===== src/rtl/cpu_phase_sequencer.sv =====
// Phase-enable sequencer for the ISA core: a prescaled tick drives one-hot phase
// strobes, gated by run/halt/single-step/wait-for-interrupt control.
module cpu_phase_sequencer #(
  parameter int DIV_WIDTH   = 8,
  parameter int NUM_PHASES  = 2,
  parameter int DEFAULT_DIV = 3,
  localparam int PHASE_W    = $clog2(NUM_PHASES)
) (
  input  logic                  CLOCK_50,
  input  logic                  reset_bar,
  input  logic                  div_load,
  input  logic [DIV_WIDTH-1:0]  div_value,
  input  logic [1:0]            mode,
  input  logic                  step_req,
  input  logic                  wfi,
  input  logic                  irq,
  output logic [NUM_PHASES-1:0] phase_en,
  output logic [PHASE_W-1:0]    phase_idx,
  output logic                  running,
  output logic [1:0]            state,
  output logic [15:0]           cycle_count
);

  typedef enum logic [1:0] {
    ST_RUN  = 2'b00,
    ST_HALT = 2'b01,
    ST_STEP = 2'b10,
    ST_WFI  = 2'b11
  } state_t;

  localparam logic [PHASE_W-1:0]    LAST_PHASE = PHASE_W'(NUM_PHASES - 1);
  localparam logic [NUM_PHASES-1:0] PHASE_ONE  = NUM_PHASES'(1);

  state_t               state_q;
  state_t               nxt_state;
  logic [DIV_WIDTH-1:0] div_reg;
  logic [DIV_WIDTH-1:0] presc_cnt;
  logic [1:0]           step_sync;
  logic                 step_prev;
  logic                 step_active;
  logic                 nxt_active;
  logic                 issue_en;
  logic                 running_nxt;
  logic                 tick;
  logic                 boundary;
  logic                 step_rise;

  assign state     = state_q;
  assign tick      = !div_load && (presc_cnt == div_reg);
  assign boundary  = phase_en[NUM_PHASES-1];
  assign step_rise = step_sync[1] & ~step_prev;

  // NOTE: every output of this block gets a default first, so no path leaves one unassigned and no latch is inferred.
  always_comb begin
    nxt_state  = state_q;
    nxt_active = step_active;
    unique case (state_q)
      ST_RUN: begin
        if (boundary) begin
          if (irq)                nxt_state = ST_RUN;
          else if (wfi)           nxt_state = ST_WFI;
          else if (mode[0])       nxt_state = ST_HALT;
          else if (mode == 2'b10) nxt_state = ST_STEP;
        end
      end
      ST_HALT: begin
        if (mode == 2'b00)      nxt_state = ST_RUN;
        else if (mode == 2'b10) nxt_state = ST_STEP;
      end
      ST_STEP: begin
        if (step_active) begin
          // Mode and wfi are only honoured once the stepped instruction completes.
          if (boundary) begin
            nxt_active = 1'b0;
            if (wfi && !irq)        nxt_state = ST_WFI;
            else if (mode == 2'b00) nxt_state = ST_RUN;
            else if (mode[0])       nxt_state = ST_HALT;
          end
        end else begin
          if (mode == 2'b00) nxt_state = ST_RUN;
          else if (mode[0])  nxt_state = ST_HALT;
          else if (step_rise) nxt_active = 1'b1;
        end
      end
      ST_WFI: begin
        if (irq) nxt_state = ST_RUN;
      end
    endcase

    // At a boundary phase_idx is 0; a tick there may only open a new instruction if we keep issuing.
    issue_en    = (state_q == ST_RUN && nxt_state == ST_RUN) ||
                  (state_q == ST_STEP && step_active && !boundary);
    running_nxt = (nxt_state == ST_RUN) || (nxt_state == ST_STEP && nxt_active);
  end

  // NOTE: all state here uses non-blocking assignments so every register samples pre-edge values.
  always_ff @(posedge CLOCK_50 or negedge reset_bar) begin
    if (!reset_bar) begin
      state_q     <= ST_RUN;
      div_reg     <= DIV_WIDTH'(DEFAULT_DIV);
      presc_cnt   <= '0;
      step_sync   <= '0;
      step_prev   <= 1'b0;
      step_active <= 1'b0;
      running     <= 1'b1;
      phase_en    <= '0;
      phase_idx   <= '0;
      cycle_count <= '0;
    end else begin
      // Two flops resynchronise the asynchronous step button before edge detection.
      step_sync <= {step_sync[0], step_req};
      step_prev <= step_sync[1];

      if (div_load) begin
        div_reg   <= div_value;
        presc_cnt <= '0;
      end else if (presc_cnt == div_reg) begin
        presc_cnt <= '0;
      end else begin
        presc_cnt <= presc_cnt + DIV_WIDTH'(1);
      end

      state_q     <= nxt_state;
      step_active <= nxt_active;
      running     <= running_nxt;

      if (tick && issue_en) begin
        phase_en  <= PHASE_ONE << phase_idx;
        phase_idx <= (phase_idx == LAST_PHASE) ? '0 : phase_idx + PHASE_W'(1);
      end else begin
        phase_en  <= '0;
      end

      if (boundary) cycle_count <= cycle_count + 16'd1;
    end
  end

endmodule


===== config.mk =====
export PLATFORM = sky130hd
export DESIGN_NAME = cpu_phase_sequencer
export DESIGN_NICKNAME = d
export VERILOG_FILES = /design/src/rtl/cpu_phase_sequencer.sv
export SDC_FILE = /design/constraint.sdc
export NUM_CORES = 1
export LEC_CHECK = 0
export CORE_AREA = 4 4 73 68
export CTS_CLUSTER_SIZE = 40
export DETAILED_ROUTE_END_ITERATION = 16
export DIE_AREA = 0 0 77 72
export HOLD_SLACK_MARGIN = 0.15
export PLACE_DENSITY = 0.73
export SYNTH_ARGS = -nofsm -noshare
export SYNTH_HDL_FRONTEND = slang
export SYNTH_SLANG_ARGS = --single-unit

===== constraint.sdc =====
create_clock -name CLOCK_50 -period 1.45 [get_ports CLOCK_50]
set_clock_uncertainty 0.05 [all_clocks]
set_input_delay 0.29 -clock CLOCK_50 [delete_from_list [all_inputs] [get_ports CLOCK_50]]
set_output_delay 0.29 -clock CLOCK_50 [all_outputs]
set_load 0.01 [all_outputs]

### Word-level counts from Yosys, hierarchy flattened

Cells that the tools add are included.
W data, S select, Z words.

| word-level totals | value |
|---|---|
| input bits | 16 |
| memory bits (writable) | 0 |
| word-level logic and storage cells | 60 |
| register bits after elaboration | 42 |
| output and inout bits | 22 |
| bits in read-only memories | 0 |
| memories | 0 |
| latch bits | 0 |

| operators by class | value |
|---|---|
| equal/unequal tests | 6 |
| $lt $le $gt $ge | 0 |
| multiply operators | 0 |
| multiplexer cells | 23 |
| add/sub/neg operators | 3 |
| bitwise gates (word level) | 2 |
| divide/modulo/power cells | 0 |
| reductions and logical operators | 15 |
| shifts and indexed selects | 1 |

Operators by type and width:

| kind | number |
|---|---|
| $mux W2 | 13 |
| $add A16 B1 Y16 const B | 1 |
| $mux W8 | 2 |
| $add A8 B1 Y8 const B | 1 |
| $eq A2 B2 Y1 const B | 4 |
| $eq A8 B8 Y1 | 1 |
| $pmux W2 S4 | 1 |
| $logic_and A1 B1 Y1 | 7 |
| $mux W1 | 7 |
| $logic_not A2 Y1 | 3 |
| $logic_not A1 Y1 | 3 |
| $eq A2 B1 Y1 const B | 1 |
| $logic_or A1 B1 Y1 | 2 |
| $shl A1 B1 Y2 const A | 1 |
| $add A1 B1 Y1 const B | 1 |
| $and A1 B1 Y1 | 1 |
| $not A1 Y1 | 1 |

### Depth between registers and ports, before layout

| logic depth | value |
|---|---|
| depth after elaboration | 12 |
| depth in mapped cells | 6 |
| gate-level depth less buffers | 5 |

### Least setup slack after synthesis

Ideal clock, no wire load.

| timing path | value |
|---|---|
| path kind | flip-flop to flip-flop |
| start point | reg presc_cnt[5] |
| end point | reg phase_idx |
| path slack | -14 ps |
| stages on the path, launching flop included | 6 |
| data required time | 1321 ps |
| setup time | 79 ps |
| arrival time | 1335 ps |
| cells stage by stage | dfrtp_1 xor2_1 nor4_2 nand2_1 nor4_4 xor2_1 |

| between the ends | value |
|---|---|
| word-level cells in the longest chain between the ends | 3 |

Ends and longest elaborated chain:

| item | RTL line | RTL |
|---|---|---|
| from (decl) | 37 | `logic [DIV_WIDTH-1:0] presc_cnt;` |
| from (signal assigned) | 120 | `presc_cnt <= presc_cnt + DIV_WIDTH'(1);` |
| $eq A8 B8 Y1 | 49 | `assign tick = !div_load && (presc_cnt == div_reg);` |
| $logic_and A1 B1 Y1 | 49 |  |
| $logic_and A1 B1 Y1 | 127 | `if (tick && issue_en) begin` |
| to (signal assigned) | 129 | `phase_idx <= (phase_idx == LAST_PHASE) ? '0 : phase_idx + PHASE_W'(1);` |
| to (decl) | 18 | `output logic [PHASE_W-1:0] phase_idx,` |

Every way passes these cells.
A chain may end at the register's enable or synchronous reset.

### Final worst setup path

Ends and elaborated chain as after synthesis.

==> reports/metrics.yaml <==
status:
  run_status: "complete, but fails checks"
  violations: "setup timing"
power:
  switching_share_pct: 27.1
  seqPwrFrac_pct: 47.0
  p_per_area_nw_per_um2: 1010
  post-layout-total-power_mw: 2.90
  intPower_mw: 2.11
  pwr-share-clk_pct: 31.5
  total_switching_power_mw: 0.786
  relative_contribution_of_combinational_cells_to_total_power_pct: 21.5
  power.static_leakage_nw: 1.42
  peakVddDrop_mv: 0.703
yosys:
  post_synthesis_cell_area_um2: 1850
  synth_seq_cells: 42
  yosys_warnings: 0
  syn_nets: 173
  ys_seq_area_share_pct: 57.0
  count_of_distinct_cell_types_in_the_synthesized_netlist: 28
  syn-mean-instance-area_um2: 11.9
  synth_cells: 155
  async_flop_share_pct: 100
  synthFlopType: "sky130_fd_sc_hd__dfrtp_1"
  synth-edff-count: 0
setup_path:
  cp-end-kind: "register"
  crit_path_start_kind: "register"
  r2r_setup_slack_ns: -0.08
  r2r-end: "phase_idx"
  ff2ff_path_depth: 5
  critical_path_arrival_ns: 1.70
  criticalPathCategory: "register to register"
  worstPathRequired_ns: 1.61
  critPathMaxFanout: 3
  reg2reg_from: "presc_cnt[5]"
layout:
  fillCellCount: 312
  flow.area_growth_from_synthesis_pct: 54.7
  insertedDiodeCount: 0
  number_of_nets_in_the_finished_design: 259
  proportion_of_layout_cells_with_a_drive_suffix_above_1_pct: 35.1
  layout.cell_area.non_filler_um2: 2870
  largest_reg_flops: 16
floorplanning:
  io_pins: 38
  floorplan.rows: 23
  die_height_um: 72
  chipWidth_um: 77
  floorplan.initialDensity_pct: 43.2
  die-area_um2: 5540
  core_area_um2: 4290
global_route:
  grt_max_degree: 28
  vias_in_the_first_global_route: 1604
  grt-ovfl-total: 0
  antenna_violations_before_repair: 0
  grtUsageTotal_pct: 16.2
  grt_pass1_wl_mm: 7.14
route:
  antenna_left: 0
  drc_errors: 0
  drt-wirelength-per-cell_um: 15.3
  firstDrtPassIters: 4
  wirelength_mm: 4.48
  vias_per_cell: 5.08
  vias: 1483
  drtIter0Drc: 51
job:
  max_cap_violations: 0
clock_network:
  cts.reportedPaths.clkPinSlew_ns: 0.08
  cts_tree: "done"
  cts_max_level: 2
  cts_inserted_buffers: 5
  cts-root-to-sink-buffers: 2
  numClockSinks: 42
  clk_root_buffer_cell: "sky130_fd_sc_hd__clkbuf_8"
  clock_insertion_delay_worst_skew_ns: 0.29
timing:
  max_clock_freq_mhz: 652
  maxSlewHeadroom_pct: 72.8
  layout_min_cycle_time_ns: 1.53
  setup_viol: 13
  min_period_over_period_pct: 106
  finalHoldViolCount: 0
  setup_slack_ns: -0.0827
  setup_repair_after_global_routing_missed_its_margin: "yes"
  timing.final.max_slew_violations: 0
  max_slew.worst_pin.slew_ns: 0.408
placement:
  dp.final_hpwl_mm: 2.81
  gp_routability_congestion: 0.787
  port_buffers: 37
  dpl-instance-area_um2: 2430
worst_hold_path:
  holdPathStages: 0
  origin_of_the_worst_min_delay_path: "step_sync[0]"
  hold_path_class: "register to register"
  timing.hold.worst_endpoint: "step_sync[1]"
worst max-delay path by stage:
stage	from	depth (start not counted)	endpoint
after floorplan	cycle_count[0]	5	cycle_count[14]
after global placement	mode[0]	6	running
after detailed placement	irq	6	phase_idx
after CTS	presc_cnt[5]	5	presc_cnt[6]
after global routing	presc_cnt[5]	5	phase_idx
final	presc_cnt[5]	5	phase_idx
final cells by class:
cell class	count	area (um2)	area share (%)
Clock buffer	5	68.8	2.40
Timing Repair Buffer	82	721	25.2
Tap cell	50	62.6	2.18
Inverter	2	7.51	0.262
Clock inverter	3	40.0	1.40
Multi-Input combinational cell	108	906	31.6
Sequential cell	42	1060	37.0
synthesized netlist by cell type, drive strengths merged, types with 3 or more instances:
library cell	number	area share, %
dfrtp	39	53
xor2	16	7.6
xnor2	14	6.6
nor2	13	2.6
mux2	9	5.5
nand3	9	2.4
nand2	8	1.6
nor2b	6	2.0
a21oi	5	1.4
nand2b	4	1.4
nand4	4	1.4
and3	3	1.0
dfstp	3	4.3
nor3	3	0.81
nor4	3	2.5
power by group through the flow:
stage / logic [mW] / registers, mW / clock network [mW]
2_1_floorplan: 0.247 / 1.41 / 0
3_3_place_gp: 0.510 / 1.39 / 0
3_5_place_dp: 0.533 / 1.40 / 0
4_1_cts: 0.601 / 1.36 / 0.929
5_1_grt: 0.689 / 1.38 / 0.974
6_report: 0.623 / 1.36 / 0.914
metrics by stage:
stage | setup TNS (ns) | hold slack (ns) | util [%] | setup slack, ns | cells
floorplan | 0 | -0.0556 | - | 0.0336 | 155
global placement | -1.36 | 0.182 | 56.6 | -0.206 | 257
detailed placement | -2.17 | 0.189 | 56.6 | -0.281 | 257
CTS | -0.999 | 0.321 | 61.4 | -0.111 | 279
global route | -2.05 | 0.324 | 66.8 | -0.206 | 292
finish | -0.626 | 0.315 | 66.8 | -0.0827 | 292
logic make-up after synthesis:
kind of cell / synth area share [%]
adder cells (fa/ha/maj): 1.35
AND/OR/NAND/NOR: 16.5
XOR/XNOR: 14.2
flip-flops: 57.0
buffers and inverters: 1.15
AO/OA/AOI/OAI: 3.85
multiplexers: 6.01
critical path, cell delays in order (launching register included):
cell,delay (ns)
sky130_fd_sc_hd__dfrtp_1,0.40
sky130_fd_sc_hd__xor2_1,0.17
sky130_fd_sc_hd__nor4_2,0.33
sky130_fd_sc_hd__nand2_2,0.13
sky130_fd_sc_hd__nor4_4,0.19
sky130_fd_sc_hd__xor2_1,0.18
metal layers:
| layer | GRT usage [%] | part of all wire, % | wire length [um] | up-vias |
|---|---|---|---|---|
| li1 | - | - | - | 694 |
| met1 | 19.2 | 42 | 1880 | 732 |
| met2 | 27.4 | 50 | 2250 | 42 |
| met3 | 5.09 | 4.8 | 217 | 15 |
| met4 | 6.92 | 2.9 | 131 | 0 |
| met5 | 0 | 0 | 0 | - |
timing repair:
action	4_1_cts	5_1_grt
hold endpoints to repair	12	0
pin swaps	1	11
gates resized for setup	28	32
hold buffers	1	0
endpoints found under the setup margin	39	19
buffers inserted	13	13
layout by cell type, fill, tap and decap left out, drive strengths merged, types with 2 or more instances in the layout:
master	netlist	layout
clkbuf	1	5
xor2	16	16
o21bai	2	2
clkdlybuf4s50	0	14
nand2	8	8
nor2	13	13
nor4	3	3
nor3	3	3
nand3	9	9
clkinv	0	2
nand2b	4	4
inv	2	2
a21oi	5	5
xnor2	14	14
nor2b	6	6
and3	3	3
nand4	4	4
mux2	9	9
dfstp	3	3
dlygate4sd2	0	18
ha	2	2
buf	2	49
dfrtp	39	39
(Power assumes the default switching activity.)
